[src/rtl/dco_code_ctrl.sv]
// ADPLL DCO tuning-word controller: a 6-step halving search from mid-scale, then
// saturating +/-1 tracking with a reversal-count lock detector.
module dco_code_ctrl #(
  parameter int unsigned SettleCyc = 16,
  parameter int unsigned LockCnt   = 8,
  parameter int unsigned MidLevel  = 64,
  parameter int unsigned MaxLevel  = 128
) (
  input  logic         clk_i,
  input  logic         rst_ni,
  input  logic         en_i,
  input  logic         up_i,
  input  logic         dn_i,
  output logic [128:0] dco_code_o,
  output logic [7:0]   level_o,
  output logic         lock_o,
  output logic [1:0]   state_o
);

  localparam logic [1:0] StIdle   = 2'd0;
  localparam logic [1:0] StSearch = 2'd1;
  localparam logic [1:0] StTrack  = 2'd2;

  localparam logic [1:0] DirNone = 2'd0;
  localparam logic [1:0] DirUp   = 2'd1;
  localparam logic [1:0] DirDn   = 2'd2;

  localparam logic [7:0] SampleCnt = 8'(SettleCyc - 1);
  localparam logic [3:0] LockCntL  = 4'(LockCnt);
  localparam logic [7:0] MidLevelL = 8'(MidLevel);
  localparam logic [7:0] MaxLevelL = 8'(MaxLevel);

  logic [1:0] state_q, state_d;
  logic [7:0] level_q, level_d;
  logic [7:0] cnt_q, cnt_d;
  logic [5:0] step_q, step_d;
  logic [3:0] rev_q, rev_d;
  logic [1:0] last_q, last_d;
  logic       lock_q, lock_d;

  logic       is_sample;
  logic [1:0] dir;
  logic [3:0] rev_inc;

  always_comb begin
    state_d = state_q;
    level_d = level_q;
    cnt_d   = cnt_q;
    step_d  = step_q;
    rev_d   = rev_q;
    last_d  = last_q;
    lock_d  = lock_q;

    is_sample = (state_q != StIdle) && (cnt_q == SampleCnt);
    dir       = (up_i && !dn_i) ? DirUp : ((dn_i && !up_i) ? DirDn : DirNone);
    rev_inc   = (rev_q >= LockCntL) ? rev_q : rev_q + 4'd1;

    case (state_q)
      StIdle: begin
        if (en_i) begin
          state_d = StSearch;
          level_d = MidLevelL;
          step_d  = 6'd32;
          cnt_d   = 8'd0;
          lock_d  = 1'b0;
        end
      end
      StSearch, StTrack: begin
        if (!en_i) begin
          // Disable wins over a coincident sample; the level is frozen.
          state_d = StIdle;
          lock_d  = 1'b0;
          cnt_d   = 8'd0;
        end else if (!is_sample) begin
          cnt_d = cnt_q + 8'd1;
        end else begin
          cnt_d = 8'd0;
          if (state_q == StSearch) begin
            if (dir == DirUp) level_d = level_q + {2'b00, step_q};
            else if (dir == DirDn) level_d = level_q - {2'b00, step_q};
            step_d = step_q >> 1;
            if (step_q == 6'd1) begin
              state_d = StTrack;
              rev_d   = 4'd0;
              last_d  = DirNone;
            end
          end else if (dir != DirNone) begin
            if (dir == DirUp && level_q != MaxLevelL) level_d = level_q + 8'd1;
            if (dir == DirDn && level_q != 8'd0) level_d = level_q - 8'd1;
            // Saturated decisions still feed the lock detector.
            last_d = dir;
            if (last_q == DirNone) begin
              rev_d = rev_q;
            end else if (dir != last_q) begin
              rev_d = rev_inc;
              if (rev_inc == LockCntL) lock_d = 1'b1;
            end else begin
              rev_d  = 4'd0;
              lock_d = 1'b0;
            end
          end
        end
      end
      default: state_d = StIdle;
    endcase
  end

  always_ff @(posedge clk_i or negedge rst_ni) begin
    if (!rst_ni) begin
      state_q <= StIdle;
      level_q <= 8'd0;
      cnt_q   <= 8'd0;
      step_q  <= 6'd0;
      rev_q   <= 4'd0;
      last_q  <= DirNone;
      lock_q  <= 1'b0;
    end else begin
      state_q <= state_d;
      level_q <= level_d;
      cnt_q   <= cnt_d;
      step_q  <= step_d;
      rev_q   <= rev_d;
      last_q  <= last_d;
      lock_q  <= lock_d;
    end
  end

  always_comb begin
    dco_code_o = '0;
    for (int i = 0; i < 129; i++) begin
      dco_code_o[i] = (8'(i) < level_q);
    end
  end

  assign level_o = level_q;
  assign lock_o  = lock_q;
  assign state_o = state_q;

endmodule

[config.mk]
export PLATFORM = sky130hd
export DESIGN_NAME = dco_code_ctrl
export DESIGN_NICKNAME = d
export VERILOG_FILES = /design/src/rtl/dco_code_ctrl.sv
export SDC_FILE = /design/constraint.sdc
export NUM_CORES = 1
export LEC_CHECK = 0
export BUFFER_PORTS_ARGS = -buffer_cell sky130_fd_sc_hd__buf_2
export CELL_PAD_IN_SITES_DETAIL_PLACEMENT = 0
export CELL_PAD_IN_SITES_GLOBAL_PLACEMENT = 1
export CORE_MARGIN = 1
export CORE_UTILIZATION = 34
export DETAILED_ROUTE_END_ITERATION = 10
export GPL_TIMING_DRIVEN = 0
export HOLD_SLACK_MARGIN = 0.02
export PLACE_DENSITY = 0.89
export SLEW_MARGIN = 20
export SYNTH_ARGS = -nofsm -noshare
export SYNTH_HDL_FRONTEND = slang
export SYNTH_SLANG_ARGS = --single-unit
[constraint.sdc]
create_clock -name clk_i -period 3.4 [get_ports clk_i]
set_clock_uncertainty 0.15 [all_clocks]
set_input_delay 0.34 -clock clk_i [delete_from_list [all_inputs] [get_ports clk_i]]
set_output_delay 0.34 -clock clk_i [all_outputs]
set_load 0.03 [all_outputs]
# After elaboration in Yosys (flattened, before gate mapping)
# Index checks and enable logic that the tools add are counted.
# totals
elab_cells,235
memories,0
mem_bits_rw,0
regBits,31
rom_bits,0
output_inout_bits,140
latchBits,0
in_bits,5
# op_classes
mul,0
order_cmp,130
n_shift,0
n_eq_ne,25
mux,45
addsub,6
div_mod_pow,0
n_bitwise,0
n_reduce_logical,22
# ops
operator,count
$lt A7 B8 Y1 const A,64
$lt A6 B8 Y1 const A,32
$lt A5 B8 Y1 const A,16
$mux W8,12
$lt A4 B8 Y1 const A,8
$lt A3 B8 Y1 const A,4
$pmux W8 S2,2
$mux W4,6
$mux W6,4
$ne A3 B3 Y1 const B,7
$mux W2,10
$add A8 B1 Y8 const B,2
$lt A1 B8 Y1 const A,2
$lt A2 B8 Y1 const A,2
$reduce_and A7 Y1,2
$ne A4 B4 Y1 const B,3
$pmux W6 S2,1
$ne A2 B2 Y1 const B,5
$reduce_and A5 Y1,2
$add A8 B6 Y8,1
$eq A8 B4 Y1 const B,1
$lt A8 B8 Y1 const A,1
$mux W1,8
$ne A8 B8 Y1 const B,1
21 further kinds,32

# Logic depth before layout (Yosys ltp)
# logic_depth
word_depth,13
ltp_mapped,12
depth_no_buf,11

# Worst setup path after synthesis
# OpenSTA, ideal clock, no wires.
# synth_timing
path_kind,register to output
start,"reg level_q[4], in the netlist level_o[4]"
end,out dco_code_o[50]
path_slack_ns,0.533
path_stages_with_launch,6
required_time_ns,2.910
path_buffers,2
t_arrival_ns,2.377
cell_sequence,dfrtp_1 clkbuf_1 nand2_1 clkbuf_1 o21ai_0 o21bai_1
# synth_via
elab_chain_len,1
# synth_lines
element,line_no,text
from (decl),34,"logic [7:0] level_q, level_d;"
from (signal assigned),119,level_q <= level_d;
$lt A6 B8 Y1,131,dco_code_o[i] = (8'(i) < level_q);
to (decl),14,"output logic [128:0] dco_code_o,"
# Every way passes these cells.

# Worst setup path after layout
# layout_timing
start,"reg level_q[1], in the netlist level_o[1]"
end,out dco_code_o[88]
# layout_via
elab_chain_len,1
# layout_lines
element,line_no
$lt A7 B8 Y1,131
# Every way passes these cells.

==> run metrics <==
Routed WL 13.1 mm; CP Data Required Time 2910 ps; crit-path cells clkbuf_1 -> inv_1 -> ha_1 -> inv_1 -> o21ai_0 -> a21oi_1 -> buf_2; drt pass-1 iters 5; main flop type after synthesis dfrtp_1; most used cell, CP inv_1; Setup TNS 0 ps; most frequent cells in the layout buf_2, a21oi_1, o21ai_0; fin cells 775; part of the Yosys area used for sequential elements 0.226; Initial DRC Count 330; Port Buffers 144; HP Class in -> reg; share of post-route cells with drive strength above 1 0.285; post-DR wirelength/cell around 17 µm; Fin Hold WS 238 ps; leakage 2.07 nW; critical path's slowest cell o21ai_0; Power Dens Cells 568 nW/µm²; Worst Path Arrival 2750 ps; slowest cell delay on critical path just under 700 ps; Root Buffer clkbuf_8; cell area after synthesis around 3400 µm²; Worst R2R Setup Slack 250 ps; Final min period 3240 ps; CP Max Fanout 9; Worst Setup EP dco_code_o[88]; # nets final 670; RSZ-0062 raised after global routing false; commonest non-fill, non-tap cell in the layout buf_2; Max Cap Viol 0; Synth area leader dfrtp_1; Clock Sinks 31; placed insts 766; critical path endpoint category output port; setup ws final 159 ps; critical path type reg -> out; delay-heaviest family, CP buffers and inverters; syn avg cell area 7.03 µm²; GRT Util Overall 0.239; Tot Pwr 0.00253 W; async set-reset flop share out of synthesis 1.00; CTS clk-pin slew, worst paths 80 ps; Die Ht 103 µm; number of flops mapped to enable cells by yosys 0; count of cell types in the netlist 59; # rows 36; Starting Density 0.352; vias in the first global route approximately 3,700; total grt overflow 0; pin count of the biggest net entering global routing 32; Seq cells post-synth 31; DRC errors left 0; placeable core region 9770 µm²; status complete, no violations; pins over their slew limit 0; die area ~11,000 µm²; CTS buffer count 5; Peak VDD IR 432 µV; Achievable Freq between 300 and 400 MHz; Vias 4,392; Bufs and invs on worst path 4; postcts setup bufs 0; CP Depth 7; CTS tree built; RR Endpoint level_o[7]; setup violators final 0; first-pass GRT wire length 19.8 mm; Ant. Diodes 0; Ports 145; worst slew pin tran 959 ps; cells after synthesis 489; period utilization 0.953; final hold violation count 0; Die W 103 µm; Synth-to-Final Area Change 29.4%; Critical Path Source level_o[1]; clk_lat worst skew 290 ps; fillers 1,078; Rel. slew slack 0.354; most area-consuming cells after synthesis dfrtp_1, a21oi_1, o21ai_0; DR vias/cell 5.67; htree depth 2; worst r2r src level_o[1]; post-synth net total 518; Post-DP HPWL 10.1 mm; CTS max path bufs 2; initial antenna violation count 0; FF-to-FF path depth 9; type of element launching the critical path flip-flop; RD Place Congestion 0.899; Synth Warn # 0; Place WS 297 ps; post-synth top area share 0.226; Post-DRT Antenna Nets 0
worst min-delay path by stage:
| stage | startpoint | end | depth (start not counted) |
|---|---|---|---|
| after global placement | rst_ni | cnt_q[7] | 1 |
| final | en_i | step_q[5] | 2 |
| after floorplan | rst_ni | cnt_q[0] | 0 |
| after CTS | en_i | step_q[5] | 2 |
| after detailed placement | rst_ni | cnt_q[6] | 1 |
| after global routing | en_i | step_q[5] | 2 |
per-layer routing:
layer | routed length, µm | share of wire | global-route usage | vias to the layer above
li1 | - | - | - | 2028
met1 | 5810 | 0.44 | 0.367 | 2142
met2 | 6210 | 0.47 | 0.360 | 208
met3 | 1040 | 0.079 | 0.0264 | 14
met4 | 85 | 0.0065 | 0.0484 | 0
met5 | 0 | 0 | 0 | -
sequential cells by signal (all words and copies together), names as in the netlist:
| name | count |
|---|---|
| last_q | 2 |
| rev_q | 4 |
| step_q | 6 |
| cnt_q | 8 |
| lock_o | 1 |
| level_o | 8 |
| state_o | 2 |
logic make-up (layout without fill, tap and decap cells):
| kind of cell | count (synthesis) | after routing | share of synthesized area |
|---|---|---|---|
| xor+xnor | 14 | 14 | 0.0357 |
| compound gates | 198 | 198 | 0.330 |
| flops | 31 | 31 | 0.226 |
| fa+ha+maj | 24 | 24 | 0.0895 |
| buf+inv | 66 | 219 | 0.0801 |
| mux | 8 | 8 | 0.0251 |
| simple gates | 148 | 148 | 0.214 |
through the flow:
stage / cell area [µm²] / util
6_report: 4450 / 0.455
5_1_grt: 4450 / 0.455
4_1_cts: 4440 / 0.454
3_5_place_dp: 4330 / 0.443
3_3_place_gp: 4330 / 0.443
2_1_floorplan: 3440 / -
power by group:
group	leakage [nW]	internal (W)	switching, W
registers	0.414	0.000418	0.0000574
logic	1.61	0.000573	0.00114
clock network	0.0505	0.000184	0.000152
total	2.07	0.00117	0.00135
synthesized netlist by cell type (all sizes together), types with 2 or more instances:
cell and number:
nand3b 2, nor3 15, a41oi 2, mux2 5, a21o 3, ha 23, xnor2 8, o211ai 5
o21ai 65, clkbuf 33, a22o 6, or2 3, nor4 5, dfrtp 31, inv 23, a21oi 90
nand2 55, nand3 8, buf 10, a311oi 3, xor2 6, nor3b 3, a31oi 6, nor2 35
nand2b 8, a22oi 4, mux2i 3, o22a 3, nor2b 5, and3 5
final cells by class:
cell class	count	area [µm²]	area share
clock inverters	1	7.51	0.00169
flip-flops and latches	31	776	0.174
multi-input cells	392	2390	0.538
repair buffers	145	731	0.164
well taps	133	166	0.0374
inverters	23	86.3	0.0194
plain buffers	43	191	0.0430
clock buffers	7	96.3	0.0217
repair_timing:
item,CTS,global route
hold buffers,1,0
endpoints found under the hold margin,31,0
gates resized for setup,0,5
endpoints found under the setup margin,0,12
Note: power is estimated with default switching activity, not from simulation.
